File: src/rtl/spi_adc_ctrl.sv
// Multi-channel SPI command/readback controller for ADC front ends.
// One transaction at a time; outputs are flops fed from next-state values.
module spi_adc_ctrl #(
    parameter int NCH    = 2,
    parameter int WIDTH  = 16,
    parameter int RWIDTH = 8,
    parameter int DIV    = 1
) (
    input  logic              clock,
    input  logic              reset,
    input  logic              wvalid,
    input  logic [WIDTH-1:0]  wdata,
    input  logic [NCH-1:0]    chsel,
    output logic              ready,
    output logic              err,
    output logic              rvalid,
    output logic [RWIDTH-1:0] rdata,
    output logic [NCH-1:0]    sck,
    output logic [NCH-1:0]    cs,
    output logic [NCH-1:0]    mosi,
    input  logic [NCH-1:0]    miso
);

    localparam int CW = $clog2(2 * DIV + 1);
    localparam int BW = (WIDTH > 1) ? $clog2(WIDTH) : 1;
    localparam logic [CW-1:0] C_PH  = CW'(DIV - 1);
    localparam logic [CW-1:0] C_GAP = CW'(2 * DIV - 1);
    localparam logic [BW-1:0] B_TOP = BW'(WIDTH - 1);

    typedef enum logic [2:0] {
        IDLE,
        SETUP,
        SHIFT,
        HOLD,
        GAP
    } state_t;

    state_t state, state_n;

    logic [CW-1:0]     cnt, cnt_n;
    logic [1:0]        phase, phase_n;
    logic [BW-1:0]     bitidx, bitidx_n;
    logic [WIDTH-1:0]  cmd, cmd_n;
    logic [NCH-1:0]    mask, mask_n;
    logic [RWIDTH-1:0] rx, rx_n;

    logic accept;
    logic tick;
    logic miso_bit;
    logic active_n;
    logic sck_on_n;
    logic mosi_on_n;
    logic done_n;

    assign accept = wvalid && ready && (chsel != '0);

    // Readback always comes from the lowest-index selected channel.
    always_comb begin
        miso_bit = 1'b0;
        for (int i = NCH - 1; i >= 0; i--) begin
            if (mask[i]) begin
                miso_bit = miso[i];
            end
        end
    end

    always_comb begin
        state_n  = state;
        cnt_n    = cnt;
        phase_n  = phase;
        bitidx_n = bitidx;
        cmd_n    = cmd;
        mask_n   = mask;
        rx_n     = rx;
        tick     = (cnt == C_PH);

        unique case (state)
            IDLE: begin
                if (accept) begin
                    state_n = SETUP;
                    cnt_n   = '0;
                    cmd_n   = wdata;
                    mask_n  = chsel;
                end
            end
            SETUP: begin
                if (tick) begin
                    state_n  = SHIFT;
                    cnt_n    = '0;
                    phase_n  = 2'd0;
                    bitidx_n = B_TOP;
                end else begin
                    cnt_n = cnt + 1'b1;
                end
            end
            SHIFT: begin
                if (tick) begin
                    cnt_n   = '0;
                    phase_n = phase + 2'd1;
                    if (phase == 2'd2) begin
                        rx_n = (rx << 1) | RWIDTH'(miso_bit);
                    end
                    if (phase == 2'd3) begin
                        if (bitidx == '0) begin
                            state_n = HOLD;
                        end else begin
                            bitidx_n = bitidx - 1'b1;
                        end
                    end
                end else begin
                    cnt_n = cnt + 1'b1;
                end
            end
            HOLD: begin
                if (tick) begin
                    state_n = GAP;
                    cnt_n   = '0;
                end else begin
                    cnt_n = cnt + 1'b1;
                end
            end
            GAP: begin
                if (cnt == C_GAP) begin
                    state_n = IDLE;
                    cnt_n   = '0;
                end else begin
                    cnt_n = cnt + 1'b1;
                end
            end
            default: begin
                state_n = IDLE;
                cnt_n   = '0;
            end
        endcase

        active_n  = (state_n == SETUP) || (state_n == SHIFT) ||
                    (state_n == HOLD);
        sck_on_n  = (state_n == SHIFT) &&
                    ((phase_n == 2'd1) || (phase_n == 2'd2));
        mosi_on_n = (state_n == SHIFT) && cmd_n[bitidx_n];
        done_n    = (state == HOLD) && (state_n == GAP);
    end

    always_ff @(posedge clock or posedge reset) begin
        if (reset) begin
            state  <= IDLE;
            cnt    <= '0;
            phase  <= 2'd0;
            bitidx <= '0;
            cmd    <= '0;
            mask   <= '0;
            rx     <= '0;
        end else begin
            state  <= state_n;
            cnt    <= cnt_n;
            phase  <= phase_n;
            bitidx <= bitidx_n;
            cmd    <= cmd_n;
            mask   <= mask_n;
            rx     <= rx_n;
        end
    end

    always_ff @(posedge clock or posedge reset) begin
        if (reset) begin
            ready  <= 1'b0;
            err    <= 1'b0;
            rvalid <= 1'b0;
            rdata  <= '0;
            cs     <= '1;
            sck    <= '0;
            mosi   <= '0;
        end else begin
            ready  <= (state_n == IDLE);
            err    <= wvalid && !accept;
            rvalid <= done_n;
            if (done_n) begin
                rdata <= rx;
            end
            cs   <= active_n  ? ~mask_n : '1;
            sck  <= sck_on_n  ? mask_n  : '0;
            mosi <= mosi_on_n ? mask_n  : '0;
        end
    end

endmodule
File: config.mk
export PLATFORM = sky130hd
export DESIGN_NAME = spi_adc_ctrl
export DESIGN_NICKNAME = d
export VERILOG_FILES = /design/src/rtl/spi_adc_ctrl.sv
export SDC_FILE = /design/constraint.sdc
export NUM_CORES = 1
export LEC_CHECK = 0
export CORE_MARGIN = 1
export CORE_UTILIZATION = 35
export CTS_BUF_LIST = sky130_fd_sc_hd__clkbuf_4 sky130_fd_sc_hd__clkbuf_8
export DETAILED_ROUTE_END_ITERATION = 12
export PLACE_DENSITY = 0.59
export SYNTH_ARGS = -nofsm -noshare
export SYNTH_HDL_FRONTEND = slang
export SYNTH_SLANG_ARGS = --single-unit
File: constraint.sdc
create_clock -name clock -period 6.03 [get_ports clock]
set_input_delay 1.5075 -clock clock [delete_from_list [all_inputs] [get_ports clock]]
set_output_delay 1.5075 -clock clock [all_outputs]
set_load 0.03 [all_outputs]
==> impl_metrics.yaml, run 1 <==
pwr:
  swShare: 0.434
  p_switching_uw: 662
  p_comb_frac: 0.457
  p_leak_uw: 0.00152
  p_int_uw: 865
  pwr-share-clk: 0.144
  pwr_density_cell_mw_per_mm2: 457
  power_frac_seq: 0.399
  peakVddDrop_uv: 256
layout:
  final_nets: 359
  final_common_cell: "nand2_1"
  n_fill_cell: 772
  mostFrequentLayoutCells: "72 x nand2_1, 52 x dfrtp_1, 39 x clkdlybuf4s50_1, 17 x o21ai_0, 15 x nor2_1"
  drive_gt1_frac: 0.100
  n_antenna_cell: 0
  seq_area_mm2: 0.00135
  multi_input_area_mm2: 0.00131
  stdcell_area_mm2: 0.00334
  fin_util: 0.435
  syn_to_final_growth_pct: 20.3
setup_path:
  critPathKind: "in2reg"
  reg2reg_to: "mosi[0]"
  ff2ff_path_depth: 9
  end_kind: "register"
  startpoint_type: "primary input"
  cp_slowest_stage_delay_ns: 0.54
  cp_slowest_cell: "clkdlybuf4s50_1"
  cp_max_fo: 16
  regToRegStartpoint: "cnt[0]"
  path_buf_inv: 1
  cp_cell_sequence: "clkdlybuf4s50_1 -> o211a_1 -> nand2_1 -> a2111o_1 -> o311ai_0 -> o32ai_1 -> a211oi_2 -> a21oi_1"
  crit_arrival_ns: 3.93
  cp.required_ns: 6.23
  r2r_slack_ns: 2.96
  path_delay_family: "compound AO/OA/AOI/OAI gates"
cts:
  clk_pin_slew_ns: 0.11
  cts_tree: "yes"
  root_buffer: "clkbuf_8"
  cts_sinks: 54
  cts_made_buffers: 5
  post_cts_buffers: 0
  clk_latency_ns: 0.32
  clockBufferDepth: 2
  cts_resized: 0
  htree_levels: 2
  ctsHoldBuffers: 0
worst_hold_path:
  min_from: "rx[7]"
  hold-path-endpoint: "rdata[7]"
  hold_depth: 2
  hp-class: "reg2reg"
global_routing:
  antenna_found_initial: 0
  grt_overflow: 0
  grt_usage: 0.161
  grt_max_degree: 55
  grtUsageMet1: 0.237
  grt_busiest_layer: "met2"
  met3_usage: 0.0327
  grt_pass1_vias: 2182
  use_met2: 0.237
  grt_first_pass_wirelength_mm: 10.7
floorplan:
  core_area_mm2: 0.00769
  ios: 40
  die_h_um: 91.1
  die_w_um: 91.1
  start_util: 0.361
  dieArea_mm2: 0.00829
  rows: 32
sta:
  finalSetupViolCount: 0
  finalHoldViolCount: 0
  worstMarginPinSlew_ns: 0.706
  fin_worst_skew_ns: 0.00684
  finalSetupTns_ns: 0
  finalCriticalPeriod_ns: 3.73
  fmax_ghz: 0.268
  finalCritPeriodShare: 0.619
  rsz0062_at_grt: "false"
  max_slew_margin: 0.525
  finalWorstSetupSlack_ns: 2.30
  finalMaxSlewViolations: 0
synth:
  syn_nets: 322
  synthesis.area_mm2: 0.00278
  async_reset_ff_frac: 1.00
  ys_ff_latch: 54
  synth.avg_cell_area_um2: 9.54
  synth_enable_flop_cells: 0
  synth_flop_cell: "dfrtp_1"
  ys_seq_area_frac: 0.488
  yosys_warnings: 0
  synth.distinct_cells: 53
  syn_inst: 291
place:
  placed_cell_area_mm2: 0.00324
  hpwlAfterDp_mm: 4.28
  io_buffers: 39
  finalWeightedCongestion: 0.836
  dpl_worst_slack_ns: 1.97
routing:
  wl_per_cell_um: 14.0
  routed_wl_mm: 6.04
  route.detailed.drc: 0
  vias: 2194
  ant_nets: 0
  first_pass_iters: 4
  vias_per_cell: 5.09
  drt-initial-drc-count: 146
status:
  status: "complete, no violations"
flow_run:
  cap_violations: 0
stage by stage:
stage	hold WS, ns	std cells	power (uW)
2_1_floorplan	0.433	291	1120
3_3_place_gp	0.452	423	1300
3_5_place_dp	0.456	423	1320
4_1_cts	0.482	431	1540
5_1_grt	0.512	431	1660
6_report	0.478	431	1530
cell usage after synthesis, drive strengths merged, types with 6 or more instances:
cell type,count,area (um2)
buf,6,43.8
mux2,10,113
o21ai,17,85.1
nand2,72,270
inv,14,52.6
nor2,16,62.6
ha,8,100
a21oi,14,70.1
dfrtp,52,1300
nand3,10,50.1
area by class of cell:
| class | count | share of cell area |
|---|---|---|
| Sequential cell | 54 | 0.405 |
| Multi-Input combinational cell | 212 | 0.391 |
| Timing Repair Buffer | 40 | 0.119 |
| Tap cell | 102 | 0.0382 |
| Clock buffer | 5 | 0.0206 |
| Inverter | 15 | 0.0169 |
| Clock inverter | 3 | 0.00861 |
worst max-delay path by stage:
stage,startpoint,to,slack [ns],cells past startpoint
floorplan,chsel[1],mosi[0],3.05,7
detailed placement,chsel[1],mosi[0],1.97,8
CTS,chsel[1],mosi[1],2.32,8
global placement,chsel[1],mosi[1],2.04,8
global route,chsel[1],mosi[1],1.99,8
finish,chsel[1],mosi[0],2.30,8
metal layers:
layer,share of wire,vias up
met5,0,-
met4,0.011,0
met3,0.060,5
met2,0.42,62
met1,0.50,1033
li1,-,1094
worst reg2reg max path, cell delays in order, from the launching register on:
cell and delay, ns:
dfrtp_1 0.43, inv_1 0.13, ha_1 0.43, nor3b_1 0.58
o21ai_0 0.15, o211ai_1 0.30, mux2_2 0.41, o32ai_1 0.28
a211oi_2 0.14, a21oi_1 0.16
power groups by stage:
| stage | combinational (uW) | sequential (uW) | clock, uW |
|---|---|---|---|
| after floorplan | 492 | 628 | 0 |
| after global placement | 689 | 615 | 0 |
| after global routing | 789 | 631 | 242 |
| after CTS | 704 | 608 | 229 |
| final | 699 | 609 | 220 |
| after detailed placement | 702 | 613 | 0 |
flip-flops by register name (all words and copies together), names as in the netlist:
name / cells
cmd: 16
rdata: 8
rx: 8
bitidx: 4
state: 3
cnt: 2
cs: 2
mask: 2
mosi: 2
phase: 2
sck: 2
err: 1
ready: 1
rvalid: 1
logic make-up after synthesis:
group / after synthesis / share of synthesized area
AOI/OAI and AO/OA: 64 / 0.157
muxes: 14 / 0.0550
and+or+nand+nor: 125 / 0.219
xor gates and xnor gates: 1 / 0.00316
DFF: 54 / 0.488
buffers and inverters: 25 / 0.0415
adders and majority gates: 8 / 0.0361
No activity file was read; power rests on OpenSTA's default activity.
==> inputs of run 2 (changes only) <==
Clock period 6.03 ns to 3.88 ns, I/O delays scaled along.
==> impl_metrics.yaml, run 2 (synthesized netlist as in run 1, its figures left out) <==
worst_hold_path:
  hold-path-endpoint: "rdata[7]"
  min_from: "rx[7]"
  hold_depth: 2
  hp-class: "reg2reg"
routing:
  route.detailed.drc: 0
  wl_per_cell_um: 14.0
  vias_per_cell: 5.07
  routed_wl_mm: 6.06
  drt-initial-drc-count: 179
  vias: 2199
  first_pass_iters: 4
  ant_nets: 0
global_routing:
  grt_first_pass_wirelength_mm: 10.5
  grt_usage: 0.157
  use_met2: 0.233
  grt_pass1_vias: 2147
  antenna_found_initial: 0
  grt_overflow: 0
  grtUsageMet1: 0.235
  grt_busiest_layer: "met1"
  met3_usage: 0.0226
  grt_max_degree: 28
floorplan:
  die_w_um: 91.1
  dieArea_mm2: 0.00829
  ios: 40
  start_util: 0.361
  die_h_um: 91.1
  core_area_mm2: 0.00769
  rows: 32
sta:
  fin_worst_skew_ns: 0.0100
  finalCriticalPeriod_ns: 3.01
  finalMaxSlewViolations: 0
  fmax_ghz: 0.332
  finalCritPeriodShare: 0.776
  rsz0062_at_grt: "false"
  finalSetupViolCount: 0
  finalHoldViolCount: 0
  finalSetupTns_ns: 0
  worstMarginPinSlew_ns: 0.677
  max_slew_margin: 0.545
setup_path:
  cp_max_fo: 10
  regToRegStartpoint: "cnt[0]"
  crit_arrival_ns: 3.25
  ff2ff_path_depth: 9
  r2r_slack_ns: 0.98
  path_buf_inv: 1
  cp_slowest_stage_delay_ns: 0.46
  path_delay_family: "compound AO/OA/AOI/OAI gates"
  cp.depth: 8
  reg2reg_to: "mosi[0]"
  crit_top_cell: "o21ai_0"
  startpoint_type: "primary input"
  cp.required_ns: 4.12
  end_kind: "register"
  cp_slowest_cell: "clkdlybuf4s50_1"
  critPathKind: "in2reg"
  cp_cell_sequence: "clkdlybuf4s50_1 -> o211ai_2 -> o21ai_0 -> a2111oi_0 -> o21ai_0 -> a211oi_1 -> a211oi_2 -> a21oi_1"
layout:
  final_common_cell: "nand2_1"
  mostFrequentLayoutCells: "72 x nand2_1, 52 x dfrtp_1, 39 x clkdlybuf4s50_1, 17 x o21ai_0, 15 x nor2_1"
  n_fill_cell: 772
  syn_to_final_growth_pct: 21.8
  final_nets: 362
  largest_registers: "cmd x16, rdata x8, rx x8"
  regMostFlops: "cmd"
  n_antenna_cell: 0
  largest_register_ffs: 16
  drive_gt1_frac: 0.108
  stdcell_area_mm2: 0.00338
place:
  placed_cell_area_mm2: 0.00327
  hpwlAfterDp_mm: 4.38
  finalWeightedCongestion: 0.821
  io_buffers: 39
status:
  status: "complete, no violations"
cts:
  cts_resized: 0
  clockBufferDepth: 2
  cts_sinks: 54
  htree_levels: 2
  post_cts_buffers: 0
  cts_tree: "yes"
  ctsHoldBuffers: 0
  cts_made_buffers: 5
  clk_latency_ns: 0.32
  root_buffer: "clkbuf_8"
  clk_pin_slew_ns: 0.10
pwr:
  p_leak_uw: 0.00154
  pwr_density_cell_mw_per_mm2: 722
  peakVddDrop_uv: 348
flow_run:
  cap_violations: 0
run 2: report_power, final:
group / switching, uW / total [uW] / internal [uW] / leakage, uW
clock: 201 / 397 / 196 / 0.0000587
combinational: 650 / 1100 / 451 / 0.000804
sequential: 175 / 946 / 771 / 0.000681
total: 1030 / 2440 / 1420 / 0.00154
run 2: area by class of cell:
class / count / area [um2] / share of cell area
Clock buffer: 5 / 68.8 / 0.0203
Clock inverter: 3 / 47.5 / 0.0141
Sequential cell: 54 / 1350 / 0.400
Inverter: 15 / 56.3 / 0.0166
Timing Repair Buffer: 43 / 420 / 0.124
Tap cell: 102 / 128 / 0.0377
Multi-Input combinational cell: 212 / 1310 / 0.387
run 2: worst max path at each step:
| stage | startpoint | end |
|---|---|---|
| after detailed placement | chsel[1] | mosi[1] |
| after floorplan | chsel[1] | mosi[0] |
| after global routing | chsel[1] | mosi[1] |
| final | chsel[1] | mosi[0] |
| after global placement | chsel[1] | mosi[0] |
| after CTS | chsel[1] | mosi[0] |
run 2: per-stage QoR:
stage          worst slack (ns)  hold slack (ns)  utilization  power [uW]  std cells
2_1_floorplan              1.44            0.433            -        1740        291
3_3_place_gp              0.616            0.447        0.425        2040        426
3_5_place_dp              0.511            0.460        0.425        2050        426
4_1_cts                   0.834            0.487        0.440        2460        434
5_1_grt                   0.623            0.506        0.440        2650        434
6_report                  0.871            0.480        0.440        2440        434
run 2: metal layers:
layer / share of wire / wire length [um]
met1: 0.52 / 3170
met2: 0.42 / 2570
met3: 0.041 / 247
met4: 0.012 / 75
met5: 0 / 0
run 2: worst min-delay path: stages, from the launching register on:
cell	delay, ns
dfrtp_1	0.36
nand2_1	0.05
nand2_1	0.05
==> inputs of run 3 (changes only) <==
Settings changed: PLACE_DENSITY 0.59 to 0.61.
Clock period 3.88 ns to 2.6 ns, I/O delays scaled along.
==> impl_metrics.yaml, run 3 (synthesized netlist as in run 1, its figures left out) <==
status:
  status: "complete, no violations"
pwr:
  peakVddDrop_uv: 662
  pwr_density_cell_mw_per_mm2: 1060
  p_leak_uw: 0.00170
global_routing:
  grt_busiest_layer: "met2"
  met3_usage: 0.0369
  grt_max_degree: 55
  use_met2: 0.254
  grtUsageMet1: 0.230
  grt_usage: 0.164
  grt_pass1_vias: 2323
  grt_first_pass_wirelength_mm: 10.8
  grt_overflow: 0
  antenna_found_initial: 0
cts:
  clockBufferDepth: 2
  cts_tree: "yes"
  cts_sinks: 54
  htree_levels: 2
  clk_pin_slew_ns: 0.11
  clk_latency_ns: 0.32
  root_buffer: "clkbuf_8"
  cts_made_buffers: 5
layout:
  seq_area_mm2: 0.00136
  regMostFlops: "cmd"
  n_fill_cell: 773
  stdcell_area_mm2: 0.00368
  multi_input_area_mm2: 0.00139
  mostFrequentLayoutCells: "72 x nand2_1, 51 x dfrtp_1, 38 x clkdlybuf4s50_1, 32 x buf_4, 15 x nor2_1"
  largest_registers: "cmd x16, rdata x8, rx x8"
  drive_gt1_frac: 0.208
  final_nets: 391
  syn_to_final_growth_pct: 32.4
  final_common_cell: "nand2_1"
  fin_cells: 463
  largest_register_ffs: 16
  n_antenna_cell: 0
worst_hold_path:
  hp-class: "reg2reg"
sta:
  fmax_ghz: 0.397
  finalSetupViolCount: 0
  finalCritPeriodShare: 0.969
  fin_worst_skew_ns: 0.00997
  finalMaxSlewViolations: 0
  worstMarginPinSlew_ns: 0.429
  max_slew_margin: 0.713
  finalCriticalPeriod_ns: 2.52
  finalHoldViolCount: 0
  finalSetupTns_ns: 0
place:
  io_buffers: 39
  finalWeightedCongestion: 0.886
  placed_cells: 452
  hpwlAfterDp_mm: 4.64
  placed_cell_area_mm2: 0.00347
floorplan:
  die_h_um: 91.1
  die_w_um: 91.1
  start_util: 0.361
  ios: 40
  core_area_mm2: 0.00769
  dieArea_mm2: 0.00829
  rows: 32
routing:
  first_pass_iters: 4
  routed_wl_mm: 6.65
  vias_per_cell: 5.05
  ant_nets: 0
  route.detailed.drc: 0
  vias: 2340
  drt-initial-drc-count: 147
  wl_per_cell_um: 14.4
setup_path:
  cp.required_ns: 2.84
  cp_max_fo: 6
  crit_arrival_ns: 2.76
  end_kind: "register"
  critPathKind: "reg2reg"
  startpoint_type: "register"
flow_run:
  cap_violations: 0
==> run 3: cell count changes in the layout (fill, tap and decap cells not counted), moves of 2 or more <==
| cell | change |
|---|---|
| buf_4 | +28 |
| o21ai_0 | -3 |
| o21ai_1 | +3 |
| a2111oi_0 | -2 |
| a2111oi_1 | +2 |
| o311ai_0 | -2 |
==> run 3: report_power, final <==
part	total, uW	switching, uW	leakage (uW)	internal [uW]
clock network	513	312	0.0000467	200
registers	1370	214	0.000680	1150
logic	2020	1140	0.000977	883
total	3900	1670	0.00170	2240
==> run 3: critical path, cell delays in order (launching register included) <==
cell	delay, ns
dfrtp_2	0.43
ha_1	0.24
or4b_1	0.49
o21ai_0	0.29
o211ai_2	0.19
nor3b_1	0.34
o211a_1	0.23
a211oi_2	0.06
a21oi_1	0.17
==> run 3: repair_timing <==
item	in CTS	in global routing
setup endpoints to repair	2	2
gates resized for setup	1	21
pin swaps	0	2
setup buffers	0	3
hold buffers	0	0
==> run 3: area by class of cell <==
cell class | count | share of cell area
clock inverter | 3 | 0.00749
sequential | 54 | 0.369
multi-input combinational | 212 | 0.377
clock buffer | 5 | 0.0187
tap | 102 | 0.0347
inverter | 15 | 0.0153
timing repair buffer | 72 | 0.178
==> run 3: layer usage <==
metal | part of all wire | wire, um
met5 | 0 | 0
met4 | 0.013 | 87
met3 | 0.049 | 323
met2 | 0.45 | 2970
met1 | 0.49 | 3270
==> run 3: worst paths after layout <==
| kind | startpoint | end | slack [ns] | depth (start not counted) |
|---|---|---|---|---|
| max | phase[0] | mosi[1] | 0.08 | 8 |
| min | rx[7] | rdata[7] | 0.47 | 2 |
| max reg2reg | phase[0] | mosi[1] | 0.08 | 8 |
| min reg2reg | rx[7] | rdata[7] | 0.47 | 2 |
| max in group asynchronous | reset | cs[0] | 1.64 | 3 |
| min in group asynchronous | reset | rx[2] | 0.69 | 3 |
==> run 3: stage by stage <==
| step | setup WS [ns] | total power (uW) | hold slack [ns] | util |
|---|---|---|---|---|
| after global routing | -0.00803 | 4210 | 0.493 | 0.478 |
| after detailed placement | -0.386 | 3260 | 0.458 | 0.452 |
| final | 0.0810 | 3900 | 0.474 | 0.478 |
| after floorplan | 0.190 | 2600 | 0.433 | - |
| after CTS | 0.00948 | 3810 | 0.477 | 0.465 |
| after global placement | -0.348 | 3240 | 0.450 | 0.452 |
